$ cat src/rtl/mdu_pkg.sv
// Shared types for the multiply/divide unit: operation encodings and controller states.
package mdu_pkg;

  typedef enum logic [1:0] {
    MDU_MULT  = 2'b00,
    MDU_MULTU = 2'b01,
    MDU_DIV   = 2'b10,
    MDU_DIVU  = 2'b11
  } mdu_op_e;

  typedef enum logic [1:0] {
    IDLE = 2'b00,
    CALC = 2'b01,
    FIX  = 2'b10,
    DONE = 2'b11
  } mdu_state_e;

endpackage

$ cat src/rtl/mdu_sign_fix.sv
// Two's-complement helper: passes the value through, or negates it when asked.
// Used both to take operand magnitudes and to restore the sign of results.
module mdu_sign_fix #(
  parameter int W = 32
) (
  input  logic [W-1:0] value_i,
  input  logic         negate_i,
  output logic [W-1:0] result_o
);

  assign result_o = negate_i ? (~value_i + W'(1)) : value_i;

endmodule

$ cat src/rtl/mult_div_unit.sv
// Multi-cycle signed/unsigned multiply and restoring divide, one radix-2 step per clock.
// Optional build macro EARLY_TERM_EN lets multiplies leave CALC once the multiplier is exhausted.
module mult_div_unit
  import mdu_pkg::*;
#(
  parameter int WIDTH = 32
) (
  input  logic             clock,
  input  logic             reset,
  input  logic             start,
  input  logic [1:0]       op,
  input  logic [WIDTH-1:0] a,
  input  logic [WIDTH-1:0] b,
  output logic             busy,
  output logic             done,
  output logic             div_zero,
  output logic [WIDTH-1:0] hi,
  output logic [WIDTH-1:0] lo
);

  localparam int CNT_W = $clog2(WIDTH + 1);
  localparam logic [CNT_W-1:0] LAST_STEP = CNT_W'(WIDTH - 1);

  mdu_state_e         state_q, state_d;
  mdu_op_e            op_q, op_d;
  logic [2*WIDTH-1:0] acc_q, acc_d;
  logic [WIDTH-1:0]   mcand_q, mcand_d;
  logic [CNT_W-1:0]   cnt_q, cnt_d;
  logic               neg_res_q, neg_res_d;
  logic               neg_rem_q, neg_rem_d;
  logic               div_zero_q, div_zero_d;
  logic [WIDTH-1:0]   hi_q, hi_d;
  logic [WIDTH-1:0]   lo_q, lo_d;

  mdu_op_e            op_in;
  logic               in_signed;
  logic               in_div;
  logic [WIDTH-1:0]   mag_a;
  logic [WIDTH-1:0]   mag_b;
  logic               is_div_q;
  logic [WIDTH:0]     mul_sum;
  logic [2*WIDTH-1:0] mul_next;
  logic [WIDTH:0]     div_trial;
  logic [2*WIDTH-1:0] div_next;
  logic [2*WIDTH-1:0] mul_prod;
  logic [2*WIDTH-1:0] prod_fixed;
  logic [WIDTH-1:0]   quot_fixed;
  logic [WIDTH-1:0]   rem_fixed;
  logic               early_exit;

  assign op_in     = mdu_op_e'(op);
  assign in_signed = (op_in == MDU_MULT) || (op_in == MDU_DIV);
  assign in_div    = (op_in == MDU_DIV) || (op_in == MDU_DIVU);
  assign is_div_q  = (op_q == MDU_DIV) || (op_q == MDU_DIVU);

  mdu_sign_fix #(.W(WIDTH)) u_mag_a (
    .value_i  (a),
    .negate_i (in_signed & a[WIDTH-1]),
    .result_o (mag_a)
  );

  mdu_sign_fix #(.W(WIDTH)) u_mag_b (
    .value_i  (b),
    .negate_i (in_signed & b[WIDTH-1]),
    .result_o (mag_b)
  );

  // Shift-add: the upper half collects partial sums while the multiplier drains out of the lower half.
  assign mul_sum  = {1'b0, acc_q[2*WIDTH-1:WIDTH]} + {1'b0, mcand_q};
  assign mul_next = acc_q[0] ? {mul_sum, acc_q[WIDTH-1:1]} : {1'b0, acc_q[2*WIDTH-1:1]};

  // Restoring divide: the shifted remainder needs one extra bit before the trial subtract.
  assign div_trial = acc_q[2*WIDTH-1:WIDTH-1] - {1'b0, mcand_q};
  assign div_next  = div_trial[WIDTH] ? {acc_q[2*WIDTH-2:0], 1'b0}
                                      : {div_trial[WIDTH-1:0], acc_q[WIDTH-2:0], 1'b1};

`ifdef EARLY_TERM_EN
  localparam logic [WIDTH-1:0] ALL_ONES = {WIDTH{1'b1}};
  localparam logic [CNT_W-1:0] FULL_CNT = CNT_W'(WIDTH);
  // Unconsumed multiplier bits sit in the low WIDTH-cnt bits; the skipped steps become one shift.
  assign early_exit = !is_div_q && (cnt_q != '0) &&
                      ((acc_q[WIDTH-1:0] & (ALL_ONES >> cnt_q)) == '0);
  assign mul_prod   = acc_q >> (FULL_CNT - cnt_q);
`else
  assign early_exit = 1'b0;
  assign mul_prod   = acc_q;
`endif

  mdu_sign_fix #(.W(2*WIDTH)) u_fix_prod (
    .value_i  (mul_prod),
    .negate_i (neg_res_q),
    .result_o (prod_fixed)
  );

  mdu_sign_fix #(.W(WIDTH)) u_fix_quot (
    .value_i  (acc_q[WIDTH-1:0]),
    .negate_i (neg_res_q),
    .result_o (quot_fixed)
  );

  mdu_sign_fix #(.W(WIDTH)) u_fix_rem (
    .value_i  (acc_q[2*WIDTH-1:WIDTH]),
    .negate_i (neg_rem_q),
    .result_o (rem_fixed)
  );

  always_comb begin
    state_d    = state_q;
    op_d       = op_q;
    acc_d      = acc_q;
    mcand_d    = mcand_q;
    cnt_d      = cnt_q;
    neg_res_d  = neg_res_q;
    neg_rem_d  = neg_rem_q;
    div_zero_d = div_zero_q;
    hi_d       = hi_q;
    lo_d       = lo_q;

    unique case (state_q)
      IDLE: begin
        if (start) begin
          op_d       = op_in;
          cnt_d      = '0;
          div_zero_d = 1'b0;
          if (in_div && (b == '0)) begin
            div_zero_d = 1'b1;
            state_d    = DONE;
          end else begin
            mcand_d   = in_div ? mag_b : mag_a;
            acc_d     = {{WIDTH{1'b0}}, (in_div ? mag_a : mag_b)};
            neg_res_d = in_signed & (a[WIDTH-1] ^ b[WIDTH-1]);
            neg_rem_d = (op_in == MDU_DIV) & a[WIDTH-1];
            state_d   = CALC;
          end
        end
      end

      CALC: begin
        if (early_exit) begin
          state_d = FIX;
        end else begin
          acc_d = is_div_q ? div_next : mul_next;
          cnt_d = cnt_q + CNT_W'(1);
          if (cnt_q == LAST_STEP) begin
            state_d = FIX;
          end
        end
      end

      FIX: begin
        if (is_div_q) begin
          hi_d = rem_fixed;
          lo_d = quot_fixed;
        end else begin
          hi_d = prod_fixed[2*WIDTH-1:WIDTH];
          lo_d = prod_fixed[WIDTH-1:0];
        end
        state_d = DONE;
      end

      DONE: begin
        div_zero_d = 1'b0;
        state_d    = IDLE;
      end

      default: state_d = IDLE;
    endcase
  end

  always_ff @(posedge clock or posedge reset) begin
    if (reset) begin
      state_q    <= IDLE;
      op_q       <= MDU_MULT;
      acc_q      <= '0;
      mcand_q    <= '0;
      cnt_q      <= '0;
      neg_res_q  <= 1'b0;
      neg_rem_q  <= 1'b0;
      div_zero_q <= 1'b0;
      hi_q       <= '0;
      lo_q       <= '0;
    end else begin
      state_q    <= state_d;
      op_q       <= op_d;
      acc_q      <= acc_d;
      mcand_q    <= mcand_d;
      cnt_q      <= cnt_d;
      neg_res_q  <= neg_res_d;
      neg_rem_q  <= neg_rem_d;
      div_zero_q <= div_zero_d;
      hi_q       <= hi_d;
      lo_q       <= lo_d;
    end
  end

  assign busy     = (state_q == CALC) || (state_q == FIX);
  assign done     = (state_q == DONE);
  assign div_zero = (state_q == DONE) && div_zero_q;
  assign hi       = hi_q;
  assign lo       = lo_q;

endmodule

$ cat config.mk
export PLATFORM = sky130hd
export DESIGN_NAME = mult_div_unit
export DESIGN_NICKNAME = d
export VERILOG_FILES = /design/src/rtl/mdu_pkg.sv /design/src/rtl/mdu_sign_fix.sv /design/src/rtl/mult_div_unit.sv
export SDC_FILE = /design/constraint.sdc
export NUM_CORES = 1
export LEC_CHECK = 0
export BUFFER_PORTS_ARGS = -buffer_cell sky130_fd_sc_hd__buf_2
export CAP_MARGIN = 20
export CORE_MARGIN = 8
export CORE_UTILIZATION = 60
export CTS_CLUSTER_DIAMETER = 100
export DETAILED_ROUTE_END_ITERATION = 8
export MAX_ROUTING_LAYER = met4
export PLACE_DENSITY = 0.8
export SETUP_SLACK_MARGIN = 0.05
export SYNTH_ARGS = -nofsm -noshare
export SYNTH_HDL_FRONTEND = slang
export SYNTH_SLANG_ARGS = --single-unit
$ cat constraint.sdc
create_clock -name clock -period 6.35 [get_ports clock]
set_input_delay 1.27 -clock clock [delete_from_list [all_inputs] [get_ports clock]]
set_output_delay 1.27 -clock clock [all_outputs]
set_load 0.01 [all_outputs]
Word-level counts from Yosys, hierarchy flattened
Index checks and enable logic that the tools add are counted.

Add/subtract/negate cells: 8. Equal/unequal tests: 11. Multiplexer cells: 24. Bitwise gates (word level): 11. Reductions and logical operators: 17.

Operators with widths (count): two-way mux 64 bit (6); two-way mux 32 bit (8); adder 32 x 1 -> 32 bit, second input constant (4); inverter 32 bit (4); one-hot mux 64 bit (2 select lines) (1); adder 64 x 1 -> 64 bit, second input constant (1); inverter 64 bit (1); adder 32 x 32 -> 33 bit (1); subtractor 33 x 32 -> 33 bit (1); zero test 32 bit (1); == test 2 bit, second input constant (6); one-hot mux 6 bit (2 select lines) (1); one-hot mux 2 bit (4 select lines) (1); AND reduction 2 bit (4); adder 6 x 1 -> 6 bit, second input constant (1); == test 6 x 5 -> 1 bit, second input constant (1); two-way mux 2 bit (3); two-way mux 6 bit (1); inequality test 2 bit, second input constant (3); AND reduction 3 bit (2); AND 1 bit (4); zero test 2 bit (2); logical OR 1 bit (4); nonzero test 2 bit (2); 6 further kinds (8).

Flip-flop bits (word level): 173. Input bits: 69. Output and inout bits: 67.

Longest topological paths before layout
Word-level depth: 8. Depth in mapped cells: 15.

Hierarchy
From an unflattened synthesis, not the netlist that was laid out.

Cells, all modules: 2061. Area total of the unflattened synthesis: 17407.9 sq um.

By module, submodules not included: mult_div_unit (times used 1, cells an instance 1459, area each 12650.9 sq um, sequential area each 4304.1 sq um); mdu_sign_fix (u_fix_quot ...) (times used 4, cells an instance 99, area each 777.0 sq um, sequential area each 0.0 sq um); mdu_sign_fix (u_fix_prod) (times used 1, cells an instance 206, area each 1649.1 sq um, sequential area each 0.0 sq um).

Least setup slack after synthesis
OpenSTA, ideal clock, no wires.

Path type: input to register. Start point: in b[8]. End point: reg acc_q[40]. Setup time: 0.134 ns. Arrival: 3.390 ns. Data required time: 6.216 ns. Slack: 2.825 ns. Stages on the path: 12. Buffers on the path: 3. Cells stage by stage: or4_1 -> nor3_1 -> and2_1 -> nand3_2 -> o21bai_1 -> buf_4 -> o21a_1 -> buf_4 -> nor2_1 -> buf_6 -> a32oi_1 -> o31ai_1.

Word-level cells in the longest chain between the ends: 4.

RTL lines: start: declaration (line mult_div_unit.sv:13) `input logic [WIDTH-1:0] b,`; zero test 32 bit (line mult_div_unit.sv:125) `if (in_div && (b == '0)) begin`; logical AND 1 bit (line mult_div_unit.sv:125); inequality test 2 bit (no line); AND reduction 3 bit (no line); end signal: assignment (line mult_div_unit.sv:174) `acc_q <= '0;`; end signal: assignment (line mult_div_unit.sv:185) `acc_q <= acc_d;`; end: declaration (line mult_div_unit.sv:26) `logic [2*WIDTH-1:0] acc_q, acc_d;`.

Every way passes these cells. A chain may end at the register's enable or synchronous reset.

Worst setup path after layout
Start point: reg acc_q[32]. End point: reg acc_q[44].

Word-level cells in the longest chain between the ends: 4.

RTL lines: subtractor 33 x 32 -> 33 bit or adder 32 x 32 -> 33 bit (tied branches) (line mult_div_unit.sv:73, mult_div_unit.sv:69); two-way mux 64 bit (on tied branches) (line mult_div_unit.sv:74, mult_div_unit.sv:70); two-way mux 64 bit (*) (line mult_div_unit.sv:142) `acc_d = is_div_q ? div_next : mul_next;`; one-hot mux 64 bit (2 select lines) (*) (line mult_div_unit.sv:119) `unique case (state_q)`.

Mark *: on every way between the ends. The rest lies on a longest branch, timed or not.

==> flow_metrics.env <==
export IMPL_status="finished, final reports clean"
export IMPL_drt_iter0_drc=1362
export IMPL_synthMuxAreaShare_pct=4.97
export IMPL_endpoint_kind="flop"
export IMPL_final_cell_area_mm2=0.0162
export IMPL_drtAntennaViolNets=0
export IMPL_wl_per_cell_um=20.6
export IMPL_vias_per_cell=6.34
export IMPL_dpl_worst_slack_ns=1.71
export IMPL_yosys_area_top_type="dfrtp_1"
export IMPL_critPathKind="flop to flop"
export IMPL_cts_resized_gates=0
export IMPL_coreArea_mm2=0.0242
export IMPL_clk_transition_reported_paths_ns=0.08
export IMPL_setup_viol=0
export IMPL_clkSinkCount=172
export IMPL_synth_async_reset_ratio_pct=100
export IMPL_grt_usage_pct=31.4
export IMPL_syn_nets=2021
export IMPL_antenna_found_initial=1
export IMPL_grt_max_degree=110
export IMPL_grt_pass1_vias=13800
export IMPL_placed_area_mm2=0.0155
export IMPL_max_freq_mhz=211
export IMPL_synth_top_family_by_area="compound AO/OA/AOI/OAI gates"
export IMPL_synth_seq_area_share_pct=29.1
export IMPL_grt_pass1_wl_um=74400
export IMPL_multiInputGateArea_mm2=0.00974
export IMPL_die_h_um=173
export IMPL_fin_nets=2062
export IMPL_path_cells="inv_1 > fa_1 > nand2b_1 > a211oi_2 > o21ai_0 > o211ai_1 > a31oi_1 > o21ai_1 > xor2_2 > buf_4 > nor2_1 > a2111oi_0 > a211o_1"
export IMPL_ir_worst_vdd_mv=0.343
export IMPL_num_fill_cells=2107
export IMPL_synth_cell_types=77
export IMPL_slowest_stage="xor2_2"
export IMPL_synth_xor_xnor_area_share_pct=10.2
export IMPL_p_per_area_mw_per_mm2=570
export IMPL_first_pass_iters=8
export IMPL_synth_edf_count=0
export IMPL_cp_start_kind="flop"
export IMPL_clockBufferDepth=2
export IMPL_synth_avg_cell_area_um2=7.88
export IMPL_hold_class="flop to flop"
export IMPL_synth_adder_area_share_pct=6.44
export IMPL_start_util_pct=61.0
export IMPL_cts_tree="yes"
export IMPL_fin_crit_ns=4.75
export IMPL_ios=136
export IMPL_numCtsBuffers=17
export IMPL_required_ns=6.74
export IMPL_die_w_um=173
export IMPL_synth_compound_area_share_pct=25.7
export IMPL_relSlewSlack_pct=25.0
export IMPL_cts_root_buf="clkbuf_16"
export IMPL_htreeDepth=4
export IMPL_p_leak_nw=7.15
export IMPL_synth_warnings=0
export IMPL_tns_ns=0
export IMPL_drive_gt1_share_pct=13.9
export IMPL_drc=0
export IMPL_slew_violations=0
export IMPL_hold_viol=0
export IMPL_dieArea_mm2=0.0299
export IMPL_syn_inst=1877
export IMPL_drv_cap=0
export IMPL_seqCellArea_mm2=0.00431
export IMPL_fin_skew_ns=0.0201
export IMPL_grt_remaining_overflow=0
export IMPL_core_rowCount=57
export IMPL_rsz0062_at_grt="no"
export IMPL_gp_congestion=0.999
export IMPL_cts_setup_buffers=0
export IMPL_areaGrowthSynthToFinish_pct=9.17
export IMPL_cts_hold_buf=0
export IMPL_synthSimpleGateAreaFrac_pct=18.1
export IMPL_ys_top_cells_by_area="dfrtp_1, a21oi_1, ha_1, nor2_1, xor2_1"
export IMPL_vias=14300
export IMPL_cp_max_fo=17
export IMPL_synth_top_area_share_pct=29.1
export IMPL_tightest_slew_ns=1.12
export IMPL_synth_area_mm2=0.0148
export IMPL_power_mw=9.21
export IMPL_cp_data_arrival_time_ns=5.14
export IMPL_yosys_register_bits=172
export IMPL_port_buffer_count=135
export IMPL_dpl_hpwl_um=35200
export IMPL_synthMostInstantiatedCell="a21oi_1"
export IMPL_max_stage_delay_ns=0.85
export IMPL_wirelength_um=46400
export IMPL_timing_final_crit_share_pct=74.8
export IMPL_yosys_top_cells_count="a21oi_1, nor2_1, nand2_1"
export IMPL_synth_ff_type="dfrtp_1"
export IMPL_clock_latency_ns=0.45
export IMPL_fin_ws_ns=1.60
==> critical path: cells and delay by family, from the launching register on <==
family                   cells  cell delay, ns
buffers and inverters        2            0.45
XOR/XNOR                     1            0.85
AND/OR/NAND/NOR              2            0.26
adder cells (fa/ha/maj)      1            0.45
flip-flops                   1            0.50
AO/OA/AOI/OAI                7            2.20
==> report_power, final <==
| part | switching, mW | internal, mW |
|---|---|---|
| logic | 3.50 | 2.32 |
| clock network | 0.551 | 0.540 |
| registers | 0.732 | 1.57 |
==> cells in the final DEF, fill, tap and decap left out, types with 7 or more instances in the layout <==
master	count
and3_1	7
dfrtp_1	171
inv_1	73
nor3_1	31
a32o_1	7
a211oi_1	42
or4_1	16
o31ai_1	23
o21a_1	9
or3_1	7
o211ai_1	15
a22o_1	17
nor2b_1	22
o21ai_1	9
nor4_1	11
buf_2	135
ha_1	71
xor2_1	87
o21bai_1	9
nand2b_1	16
a21o_1	28
mux2i_1	15
a31oi_1	32
o41ai_1	14
nand4_1	13
a21oi_1	232
nand2_1	174
buf_4	16
nor2_1	211
xnor2_1	83
clkbuf_16	17
nand3_1	29
mux2_2	52
o21ai_0	123
==> flip-flops by register name (all words and copies together) (netlist names) <==
signal,cells
acc_q,64
cnt_q,6
div_zero_q,1
hi,32
lo,32
mcand_q,32
neg_rem_q,1
neg_res_q,1
op_q,1
state_q,2
==> metal layers <==
layer  vias up  track usage [%]  share of wire [%]
met1      6703             39.2                 42
met4         0             16.1                5.3
met5         -                -                  0
met2       675             49.5                 46
met3       124             4.01                6.9
li1       6808                -                  -
==> worst paths after layout <==
path | start | end | slack (ns) | cells after the start
hold reg to reg | hi[6]$_DFFE_PP0P_ | hi[6]$_DFFE_PP0P_ | 0.50 | 1
hold / removal | hi[6]$_DFFE_PP0P_ | hi[6]$_DFFE_PP0P_ | 0.50 | 1
setup reg to reg | acc_q[32]$_DFFE_PP0P_ | acc_q[44]$_DFFE_PP0P_ | 1.60 | 13
min in group asynchronous | reset | hi[17]$_DFFE_PP0P_ | 0.91 | 2
setup / recovery | acc_q[32]$_DFFE_PP0P_ | acc_q[44]$_DFFE_PP0P_ | 1.60 | 13
max in group asynchronous | reset | op_q[1]$_DFFE_PP0P_ | 4.17 | 3
==> cells by family (layout without fill, tap and decap cells) <==
kind of cell / Yosys count / after routing
mux: 67 / 67
fa+ha+maj: 75 / 75
compound gates: 613 / 613
buf+inv: 205 / 259
other cells: 0 / 1
xor+xnor: 172 / 172
simple gates: 573 / 573
flops: 172 / 172
==> area by class of cell <==
| cell class | instances | area share (%) |
|---|---|---|
| diodes | 1 | 0.0155 |
| clock buffers | 17 | 2.63 |
| clock inverters | 15 | 1.18 |
| inverters | 76 | 1.80 |
| multi-input cells | 1500 | 60.3 |
| flip-flops and latches | 172 | 26.7 |
| well taps | 324 | 2.51 |
| repair buffers | 151 | 4.93 |
==> metrics by stage <==
stage               utilization [%]  hold WS [ns]  std cells
finish                         66.6         0.504       2256
global route                   66.6         0.518       2256
CTS                            66.6         0.508       2255
detailed placement             64.1         0.490       2223
global placement               64.1         0.485       2223
floorplan                         -         0.475       1877
No activity file was read; power rests on OpenSTA's default activity.
